===== src/rtl/softmax_tile_collector_if.sv =====
// Stream bundle between the softmax row lanes, the tile collector and the
// score-times-V input buffer: per-lane tile strobes in, valid/ready tile stream out.
interface softmax_tile_collector_if #(
  parameter int WIDTH         = 16,
  parameter int TILE_SIZE     = 4,
  parameter int NUM_ROWS      = 4,
  parameter int TILES_PER_ROW = 2
);
  localparam int RW = (NUM_ROWS > 1) ? $clog2(NUM_ROWS) : 1;
  localparam int TW = (TILES_PER_ROW > 1) ? $clog2(TILES_PER_ROW) : 1;

  logic [TILE_SIZE*WIDTH-1:0] in_data [NUM_ROWS];
  logic                       in_valid [NUM_ROWS];
  logic                       in_ready;
  logic [TILE_SIZE*WIDTH-1:0] out_data;
  logic                       out_valid;
  logic                       out_ready;
  logic [RW-1:0]              out_row;
  logic [TW-1:0]              out_tile;
  logic                       out_last;
  logic                       frame_done;
  logic                       err_drop;
  logic                       err_excess;

  modport master (
    output in_data, in_valid, out_ready,
    input  in_ready, out_data, out_valid, out_row, out_tile, out_last,
           frame_done, err_drop, err_excess
  );

  modport slave (
    input  in_data, in_valid, out_ready,
    output in_ready, out_data, out_valid, out_row, out_tile, out_last,
           frame_done, err_drop, err_excess
  );
endinterface


===== src/rtl/softmax_tile_collector.sv =====
// Collects per-row softmax tiles into a frame buffer, then drains the complete
// frame in row-major tile order over a valid/ready stream with sticky error flags.
module softmax_tile_collector #(
  parameter int WIDTH         = 16,
  parameter int TILE_SIZE     = 4,
  parameter int NUM_ROWS      = 4,
  parameter int TILES_PER_ROW = 2
) (
  input  logic                     clk,
  input  logic                     rst_n,
  input  logic                     flush,
  softmax_tile_collector_if.slave  ifc
);
  localparam int TDW = TILE_SIZE * WIDTH;
  localparam int RW  = (NUM_ROWS > 1) ? $clog2(NUM_ROWS) : 1;
  localparam int TW  = (TILES_PER_ROW > 1) ? $clog2(TILES_PER_ROW) : 1;
  localparam int CW  = $clog2(TILES_PER_ROW + 1);
  localparam logic [CW-1:0] FULL_CNT  = CW'(TILES_PER_ROW);
  localparam logic [RW-1:0] LAST_ROW  = RW'(NUM_ROWS - 1);
  localparam logic [TW-1:0] LAST_TILE = TW'(TILES_PER_ROW - 1);

  typedef enum logic {FILL, DRAIN} state_e;

  state_e           state_q, state_d;
  logic [CW-1:0]    wcnt_q [NUM_ROWS];
  logic [CW-1:0]    wcnt_d [NUM_ROWS];
  logic [RW-1:0]    row_q, row_d;
  logic [TW-1:0]    tile_q, tile_d;
  logic             frame_done_q, frame_done_d;
  logic             err_drop_q, err_drop_d;
  logic             err_excess_q, err_excess_d;
  logic [TDW-1:0]   buf_q [NUM_ROWS][TILES_PER_ROW];
  logic [TDW-1:0]   buf_d [NUM_ROWS][TILES_PER_ROW];
  logic             all_full;
  logic             last_idx;

  always_comb begin
    state_d      = state_q;
    wcnt_d       = wcnt_q;
    row_d        = row_q;
    tile_d       = tile_q;
    frame_done_d = 1'b0;
    err_drop_d   = err_drop_q;
    err_excess_d = err_excess_q;
    buf_d        = buf_q;
    all_full     = 1'b1;
    last_idx     = (row_q == LAST_ROW) && (tile_q == LAST_TILE);

    // Flush aborts the frame and swallows any tiles presented with it.
    if (flush) begin
      state_d = FILL;
      row_d   = '0;
      tile_d  = '0;
      for (int r = 0; r < NUM_ROWS; r++) wcnt_d[r] = '0;
    end else if (state_q == FILL) begin
      for (int r = 0; r < NUM_ROWS; r++) begin
        if (ifc.in_valid[r]) begin
          if (wcnt_q[r] < FULL_CNT) begin
            for (int t = 0; t < TILES_PER_ROW; t++)
              if (wcnt_q[r] == CW'(t)) buf_d[r][t] = ifc.in_data[r];
            wcnt_d[r] = wcnt_q[r] + 1'b1;
          end else begin
            err_excess_d = 1'b1;
          end
        end
        if (wcnt_d[r] != FULL_CNT) all_full = 1'b0;
      end
      if (all_full) state_d = DRAIN;
    end else begin
      for (int r = 0; r < NUM_ROWS; r++)
        if (ifc.in_valid[r]) err_drop_d = 1'b1;
      // Row/tile pair is the read pointer; it advances only on a handshake.
      if (ifc.out_ready) begin
        if (last_idx) begin
          state_d      = FILL;
          row_d        = '0;
          tile_d       = '0;
          frame_done_d = 1'b1;
          for (int r = 0; r < NUM_ROWS; r++) wcnt_d[r] = '0;
        end else if (tile_q == LAST_TILE) begin
          tile_d = '0;
          row_d  = row_q + 1'b1;
        end else begin
          tile_d = tile_q + 1'b1;
        end
      end
    end
  end

  always_ff @(posedge clk) begin
    if (!rst_n) begin
      state_q      <= FILL;
      row_q        <= '0;
      tile_q       <= '0;
      frame_done_q <= 1'b0;
      err_drop_q   <= 1'b0;
      err_excess_q <= 1'b0;
      for (int r = 0; r < NUM_ROWS; r++) wcnt_q[r] <= '0;
    end else begin
      state_q      <= state_d;
      row_q        <= row_d;
      tile_q       <= tile_d;
      frame_done_q <= frame_done_d;
      err_drop_q   <= err_drop_d;
      err_excess_q <= err_excess_d;
      for (int r = 0; r < NUM_ROWS; r++) wcnt_q[r] <= wcnt_d[r];
    end
  end

  // Frame storage carries no reset; it is only read once every lane has written it.
  always_ff @(posedge clk) begin
    buf_q <= buf_d;
  end

  assign ifc.in_ready   = (state_q == FILL);
  assign ifc.out_valid  = (state_q == DRAIN);
  assign ifc.out_data   = (state_q == DRAIN) ? buf_q[row_q][tile_q] : '0;
  assign ifc.out_row    = row_q;
  assign ifc.out_tile   = tile_q;
  assign ifc.out_last   = (state_q == DRAIN) && last_idx;
  assign ifc.frame_done = frame_done_q;
  assign ifc.err_drop   = err_drop_q;
  assign ifc.err_excess = err_excess_q;
endmodule


===== src/flat_wrapper.sv =====
// flat-port wrapper written by rule: the top's interface ports become plain ports
module softmax_tile_collector_flat 
#(
  parameter int WIDTH         = 16,
  parameter int TILE_SIZE     = 4,
  parameter int NUM_ROWS      = 4,
  parameter int TILES_PER_ROW = 2
)
  (clk, rst_n, flush, ifc_in_data, ifc_in_valid, ifc_out_ready, ifc_in_ready, ifc_out_data, ifc_out_valid, ifc_out_row, ifc_out_tile, ifc_out_last, ifc_frame_done, ifc_err_drop, ifc_err_excess);
  softmax_tile_collector_if #(.WIDTH(WIDTH), .TILE_SIZE(TILE_SIZE), .NUM_ROWS(NUM_ROWS), .TILES_PER_ROW(TILES_PER_ROW)) ifc_i ();
  input  logic clk;
  input  logic rst_n;
  input  logic flush;
  input wire logic [$bits(ifc_i.in_data)-1:0] ifc_in_data;
  input wire logic [$bits(ifc_i.in_valid)-1:0] ifc_in_valid;
  input wire logic [$bits(ifc_i.out_ready)-1:0] ifc_out_ready;
  output wire logic [$bits(ifc_i.in_ready)-1:0] ifc_in_ready;
  output wire logic [$bits(ifc_i.out_data)-1:0] ifc_out_data;
  output wire logic [$bits(ifc_i.out_valid)-1:0] ifc_out_valid;
  output wire logic [$bits(ifc_i.out_row)-1:0] ifc_out_row;
  output wire logic [$bits(ifc_i.out_tile)-1:0] ifc_out_tile;
  output wire logic [$bits(ifc_i.out_last)-1:0] ifc_out_last;
  output wire logic [$bits(ifc_i.frame_done)-1:0] ifc_frame_done;
  output wire logic [$bits(ifc_i.err_drop)-1:0] ifc_err_drop;
  output wire logic [$bits(ifc_i.err_excess)-1:0] ifc_err_excess;
  assign ifc_i.in_data = {>>{ifc_in_data}};
  assign ifc_i.in_valid = {>>{ifc_in_valid}};
  assign ifc_i.out_ready = ifc_out_ready;
  assign ifc_in_ready = ifc_i.in_ready;
  assign ifc_out_data = ifc_i.out_data;
  assign ifc_out_valid = ifc_i.out_valid;
  assign ifc_out_row = ifc_i.out_row;
  assign ifc_out_tile = ifc_i.out_tile;
  assign ifc_out_last = ifc_i.out_last;
  assign ifc_frame_done = ifc_i.frame_done;
  assign ifc_err_drop = ifc_i.err_drop;
  assign ifc_err_excess = ifc_i.err_excess;
  softmax_tile_collector #(.WIDTH(WIDTH), .TILE_SIZE(TILE_SIZE), .NUM_ROWS(NUM_ROWS), .TILES_PER_ROW(TILES_PER_ROW)) u_core (.clk(clk), .rst_n(rst_n), .flush(flush), .ifc(ifc_i));
endmodule

===== config.mk =====
export PLATFORM = sky130hd
export DESIGN_NAME = softmax_tile_collector_flat
export DESIGN_NICKNAME = d
export VERILOG_FILES = /design/src/rtl/softmax_tile_collector_if.sv /design/src/rtl/softmax_tile_collector.sv /design/src/flat_wrapper.sv
export SDC_FILE = /design/constraint.sdc
export NUM_CORES = 1
export LEC_CHECK = 0
export CAP_MARGIN = 20
export CORE_MARGIN = 1.5
export CORE_UTILIZATION = 51
export DETAILED_ROUTE_END_ITERATION = 12
export HOLD_SLACK_MARGIN = 0.12
export PLACE_DENSITY_LB_ADDON = 0.08
export SYNTH_ARGS = -nofsm -noshare
export SYNTH_HDL_FRONTEND = slang
export SYNTH_SLANG_ARGS = --single-unit

===== constraint.sdc =====
create_clock -name clk -period 11.48 [get_ports clk]
set_input_delay 3.444 -clock clk [delete_from_list [all_inputs] [get_ports clk]]
set_output_delay 3.444 -clock clk [all_outputs]
set_load 0.03 [all_outputs]

==> results by group, run 1 <==
Final layout
  – Register area: 15690 sq um
  – Multi-input logic area: 4369 sq um
  – # nets final: 1558
  – Fillers: 2569
  – Layout cell share with drive strength beyond 1: 0.1719
  – Post-Layout Cell Count: 1849
  – Layout Area Growth over Synthesis: 27.71%

Routing
  – Routed len/inst: 25.92 microns
  – Vias: 10470
  – DRC: 0
  – Post-DRT Antenna Nets: 0
  – Post-DR vias/cell: 5.663
  – Initial DRC Count: 764
  – Pre-antenna DRT Iters: 5
  – Detailed Route WL: 47940 microns

STA
  – Final hold vios: 0
  – Max-slew violations: 0
  – Setup TNS: 0 ps
  – Max-slew headroom: 0.2844
  – Final worst setup slack: 4162 ps
  – RSZ-0062 raised after global routing: no
  – Final Cycle Share: 0.6375
  – Slew @ Worst Pin: 1073 ps
  – Setup violators final: 0
  – Final clock skew: 17.08 ps
  – Tmin final: 7318 ps
  – FMAX: 136.6 MHz

Pwr
  – P_sw: 793.6 uW
  – Net Sw Frac: 0.1952
  – Int Power: 3272 uW
  – Clk pwr share: 0.416
  – Combinational fraction of design power: 0.045
  – Leak pwr: 0.008078 uW
  – Share of power burned in registers: 0.539
  – Pwr/cell area: 156.6 nW/um^2
  – Max VDD drop: 0.1630 mV
  – Power, Total: 4065 uW

Worst setup path
  – Worst-path fanout max: 72
  – Worst r2r dst: u_core.buf_q[255]
  – Length in cells of the worst reg-to-reg path: 3
  – Setup CP Type: reg2out
  – Crit path cell chain: buf_4, mux4_2, mux2i_1, nor2_1, clkdlybuf4s50_1
  – Arr. time, crit path: 3870 ps
  – Req. time, crit path: 8040 ps
  – Reg2Reg Setup Slack: 8660 ps
  – Startpoint Class: flop
  – Worst Setup End Kind: primary output
  – R2r startpoint: u_core.ifc.out_valid
  – Slowest Stage Delay on Critical Path: 910 ps
  – Slowest-stage cell, CP: buf_4

Hold path
  – Cell count of the worst hold path: 1
  – Hold path endpoint: u_core.ifc.err_drop
  – Worst Hold Class: reg2reg
  – Hold_sp: u_core.ifc.err_drop

CTS
  – H-tree depth: 2
  – Root Driver: clkbuf_16
  – Post-CTS Setup Bufs: 0
  – Clock slew at reported path FFs: 60 ps
  – Clk sinks: 527
  – Num CTS Buffers: 54
  – Clk_lat worst skew: 590 ps
  – CTS tree: built
  – CTS Hold Buffers Added: 0
  – CTS-repair resized insts: 0
  – Clock tree buffer depth: 3

Outcome
  – Status: finished clean

Logic synthesis
  – Post-synth EDFFs: 512
  – Yosys top cell by area: edfxtp_1
  – Top FF cell, synth: edfxtp_1
  – Post-Syn Instances: 926
  – Post-synth top area share: 0.7566
  – Synthesized cell area: 20320 sq um
  – Post-synth top cells: edfxtp_1, mux4_2, nor2_1
  – Area contributors post-synth: edfxtp_1, mux4_2, mux2i_1
  – Mapped Avg Cell Area: 21.95 sq um
  – Async SR Flop Fraction: 0
  – Count leader, synth: edfxtp_1
  – Yosys reg bits: 527
  – Synth warn: 0
  – Syn_nets: 1200
  – Count of cell types in the netlist: 34
  – Seq/Total Area, Yosys: 0.7713

Placed design
  – Cells after DPL: 1745
  – Number of I/O port buffers: 336
  – Final HPWL DP: 28830 microns
  – Post-Place Setup Slack: 4764 ps
  – Final Wtd Congestion: 0.7462

Global route
  – Antenna violations before repair: 9
  – Global Route Usage Sum: 0.2387
  – Largest net degree at the start of global routing: 105
  – Vias in the first global route: 11300
  – GRT overflow: 0
  – First-pass GRT wire length: 70490 microns

Floorplanning
  – Starting Density: 0.5210
  – Core area: 39010 sq um
  – I/O pins: 337
  – Site row count: 72
  – Die Width: 202.6 microns
  – Die Area: 41050 sq um
  – Die span in y: 202.6 microns

Job
  – Max-cap check violation count: 0
cell type report:
type                       count  area share
inverter                      10    0.001446
sequential                   527      0.6044
antenna                        5   0.0004821
tap                          518     0.02497
clock buffer                  68     0.05530
timing repair buffer         350      0.1346
multi-input combinational    341      0.1683
clock inverter                30     0.01046
logic make-up after synthesis:
family / Yosys count / share of synthesized area
compound gates: 20 / 0.006403
xor+xnor: 1 / 0.0004311
fa+ha+maj: 10 / 0.006157
buf+inv: 58 / 0.01533
flops: 527 / 0.7713
mux: 197 / 0.1759
simple gates: 113 / 0.02444
cells in the final DEF, fill, tap and decap left out, types with 4 or more instances in the layout:
cell type / synthesis / final
edfxtp_1: 512 / 512
clkdlybuf4s50_1: 0 / 336
mux4_2: 128 / 128
nor2_1: 83 / 83
mux2i_1: 68 / 68
clkbuf_16: 0 / 55
clkinv_1: 0 / 14
clkbuf_1: 18 / 12
buf_4: 0 / 12
dfxtp_1: 15 / 12
a21oi_1: 10 / 10
ha_1: 10 / 10
inv_1: 9 / 9
clkinv_2: 0 / 6
diode_2: 0 / 5
bufinv_16: 0 / 5
nand2_1: 4 / 4
nor2b_1: 4 / 4
and3_4: 0 / 4
nor3_1: 4 / 4
clkinvlp_4: 0 / 4
stage by stage:
step                hold slack, ps  instance area (sq um)  utilization
floorplan                    466.8                  20320            -
global placement             473.3                  24210       0.6208
detailed placement           472.6                  24210       0.6208
CTS                          491.5                  25920       0.6645
global route                 526.2                  25950       0.6652
finish                       490.8                  25950       0.6654
state kept, by name, indices dropped and copies added, names as in the netlist:
register               flops
u_core.buf_q             512
u_core.ifc.err_drop        1
u_core.ifc.err_excess      1
u_core.ifc.frame_done      1
u_core.ifc.out_row         2
u_core.ifc.out_tile        1
u_core.ifc.out_valid       1
u_core.wcnt_q              8
critical path, delay by kind of cell (launching register included):
family	cells	cell delay (ps)
multiplexers	2	440
buffers and inverters	2	1610
AND/OR/NAND/NOR	1	190
flip-flops	1	890
power groups by stage:
stage	Clock (uW)	Combinational [uW]	Sequential [uW]
final	1690	184	2190
after global routing	1800	198	2190
after CTS	1720	187	2190
after detailed placement	0	185	2230
after global placement	0	181	2230
after floorplan	0	50.1	2230
per-layer routing:
metal | up-vias | share of wire | track usage
li1 | 4555 | - | -
met1 | 5443 | 0.39 | 0.3083
met2 | 393 | 0.52 | 0.4073
met3 | 70 | 0.070 | 0.05088
met4 | 10 | 0.022 | 0.07672
met5 | - | 0.0014 | 0
how the worst max path moves through the flow:
stage | cells past startpoint | slack [ps] | start | to
after floorplan | 3 | 1010 | ifc_in_valid[0] | u_core.buf_q[100]
after global placement | 5 | 4810 | u_core.ifc.out_row[1] | ifc_out_data[41]
after detailed placement | 5 | 4760 | u_core.ifc.out_row[1] | ifc_out_data[41]
after CTS | 5 | 4120 | u_core.ifc.out_row[1] | ifc_out_data[41]
after global routing | 5 | 3970 | u_core.ifc.out_row[1] | ifc_out_data[3]
final | 5 | 4160 | u_core.ifc.out_row[1] | ifc_out_data[55]
Note: power is estimated with default switching activity, not from simulation.
==> run 2, diff against run 1 <==
==> constraint.sdc (replaced) <==
create_clock -name clk -period 6.8 [get_ports clk]
set_input_delay 2.04 -clock clk [delete_from_list [all_inputs] [get_ports clk]]
set_output_delay 2.04 -clock clk [all_outputs]
set_load 0.03 [all_outputs]
==> results by group, run 2 (synthesis gave the netlist of run 1 again) <==
Outcome
  – Status: finished clean (unchanged)

CTS
  – Clk sinks: 527 (unchanged)
  – CTS Hold Buffers Added: 0 (unchanged)
  – CTS tree: built (unchanged)
  – Post-CTS Setup Bufs: 0 (unchanged)
  – Clk_lat worst skew: 590 ps (about the same)
  – CTS-repair resized insts: 0 (unchanged)
  – Clock slew at reported path FFs: 60 ps (about the same)
  – Num CTS Buffers: 54 (unchanged)
  – H-tree depth: 2 (unchanged)
  – Root Driver: clkbuf_16 (unchanged)
  – Clock tree buffer depth: 3 (unchanged)

Hold path
  – Hold_sp: u_core.ifc.err_drop (unchanged)
  – Worst Hold Class: reg2reg (unchanged)
  – Cell count of the worst hold path: 1 (unchanged)
  – Hold path endpoint: u_core.ifc.err_drop (unchanged)

Worst setup path
  – Worst-path fanout max: 68 (was 72)
  – Startpoint Class: flop (unchanged)
  – Reg2Reg Setup Slack: 4100 ps (was 8660 ps)
  – Arr. time, crit path: 3360 ps (was 3870 ps)
  – R2r startpoint: u_core.ifc.out_valid (unchanged)
  – Req. time, crit path: 4760 ps (was 8040 ps)
  – Worst r2r dst: u_core.buf_q[292] (was u_core.buf_q[255])
  – Setup CP Type: reg2out (unchanged)
  – Worst Setup End Kind: primary output (unchanged)
  – Length in cells of the worst reg-to-reg path: 3 (unchanged)

Floorplanning
  – Starting Density: 0.5210 (unchanged)
  – I/O pins: 337 (unchanged)
  – Die span in y: 202.6 microns (unchanged)
  – Site row count: 72 (unchanged)
  – Core area: 39010 sq um (unchanged)
  – Die Width: 202.6 microns (unchanged)
  – Die Area: 41050 sq um (unchanged)

Routing
  – Post-DRT Antenna Nets: 0 (unchanged)
  – Detailed Route WL: 48950 microns (was 47940 microns)
  – Vias: 10440 (was 10470)
  – Pre-antenna DRT Iters: 5 (unchanged)
  – Initial DRC Count: 648 (was 764)
  – Routed len/inst: 26.26 microns (was 25.92 microns)
  – DRC: 0 (unchanged)
  – Post-DR vias/cell: 5.602 (was 5.663)

Final layout
  – Commonest non-fill, non-tap cell in the layout: edfxtp_1 (unchanged)
  – Most frequent cells in the layout: edfxtp_1, clkdlybuf4s50_1, mux4_2 (unchanged)
  – Largest Register: u_core.buf_q (unchanged)
  – Layout cell share with drive strength beyond 1: 0.1816 (was 0.1719)
  – Post-route design area: 26050 sq um (was 25950 sq um)
  – # nets final: 1569 (was 1558)
  – Layout Area Growth over Synthesis: 28.19% (was 27.71%)
  – Max FFs per register: 512 (unchanged)
  – Fillers: 2596 (was 2569)

Placed design
  – Final Wtd Congestion: 0.7578 (was 0.7462)
  – Placed cell area: 24330 sq um (was 24210 sq um)
  – Final HPWL DP: 30640 microns (was 28830 microns)
  – Number of I/O port buffers: 336 (unchanged)

STA
  – Max-slew violations: 0 (unchanged)
  – Final Cycle Share: 0.7936
  – Setup TNS: 0 ps (unchanged)
  – Tmin final: 5397 ps
  – Setup violators final: 0 (unchanged)
  – Final hold vios: 0 (unchanged)
  – FMAX: 185.3 MHz
  – Max-slew headroom: 0.3054 (was 0.2844)
  – Slew @ Worst Pin: 1042 ps (was 1073 ps)
  – Final clock skew: 19.33 ps (was 17.08 ps)
  – RSZ-0062 raised after global routing: no (unchanged)

Global route
  – Largest net degree at the start of global routing: 69 (was 105)
  – Antenna violations before repair: 12 (was 9)
  – Global Route Usage Sum: 0.2422 (was 0.2387)
  – Vias in the first global route: 11340 (was 11300)
  – GRT overflow: 0 (unchanged)
  – First-pass GRT wire length: 71420 microns (was 70490 microns)

Pwr
  – Leak pwr: 0.008156 uW (was 0.008078 uW)
  – Pwr/cell area: 263.0 nW/um^2 (was 156.6 nW/um^2)
  – Max VDD drop: 0.2733 mV (was 0.1630 mV)

Job
  – Max-cap check violation count: 0 (unchanged)
## run 2: report_power, final
part	leakage (uW)	switching (uW)	total (uW)	internal, uW
registers	0.00482	24.8	3700	3670
logic	0.00250	137	315	178
clock network	0.000840	1180	2840	1660
## run 2: final cells by class
class | count | area (sq um) | area share
timing repair buffer | 361 | 3576 | 0.1373
inverter | 10 | 37.54 | 0.001441
tap | 518 | 648.1 | 0.02488
clock inverter | 29 | 241.5 | 0.009270
multi-input combinational | 341 | 4378 | 0.1681
clock buffer | 70 | 1463 | 0.05615
sequential | 527 | 15690 | 0.6022
antenna | 8 | 20.02 | 0.0007685
## run 2: worst max-delay path by stage
| stage | from | to | slack [ps] | cells past startpoint |
|---|---|---|---|---|
| 2_1_floorplan | ifc_in_valid[0] | u_core.buf_q[100] | 440 | 3 |
| 3_3_place_gp | u_core.ifc.out_row[0] | ifc_out_data[0] | 1930 | 5 |
| 3_5_place_dp | u_core.ifc.out_row[0] | ifc_out_data[0] | 1980 | 5 |
| 4_1_cts | u_core.ifc.out_row[0] | ifc_out_data[23] | 1350 | 5 |
| 5_1_grt | u_core.ifc.out_row[0] | ifc_out_data[1] | 1160 | 5 |
| 6_report | u_core.ifc.out_row[0] | ifc_out_data[1] | 1400 | 5 |
## run 2: critical path, cell delays in order, from the launching register on
cell,delay [ps]
dfxtp_4,700
buf_12,430
mux4_2,570
mux2i_1,140
nor2_1,60
clkdlybuf4s50_1,690
## run 2: through the flow
step	power (uW)	setup slack, ps	hold slack, ps	util	instances
2_1_floorplan	3847	443.5	466.8	-	926
3_3_place_gp	4072	1932	450.4	0.6236	1757
3_5_place_dp	4082	1985	457.9	0.6236	1757
4_1_cts	6912	1352	470.9	0.6673	1856
5_1_grt	7056	1156	491.1	0.6676	1860
6_report	6852	1403	466.2	0.6678	1864
## run 2: per-layer routing
| layer | share of wire | up-vias | GRT usage |
|---|---|---|---|
| met5 | 0.00069 | - | 0 |
| met4 | 0.020 | 4 | 0.07566 |
| met3 | 0.073 | 67 | 0.05778 |
| met2 | 0.49 | 396 | 0.3971 |
| met1 | 0.41 | 5398 | 0.3245 |
| li1 | - | 4577 | - |
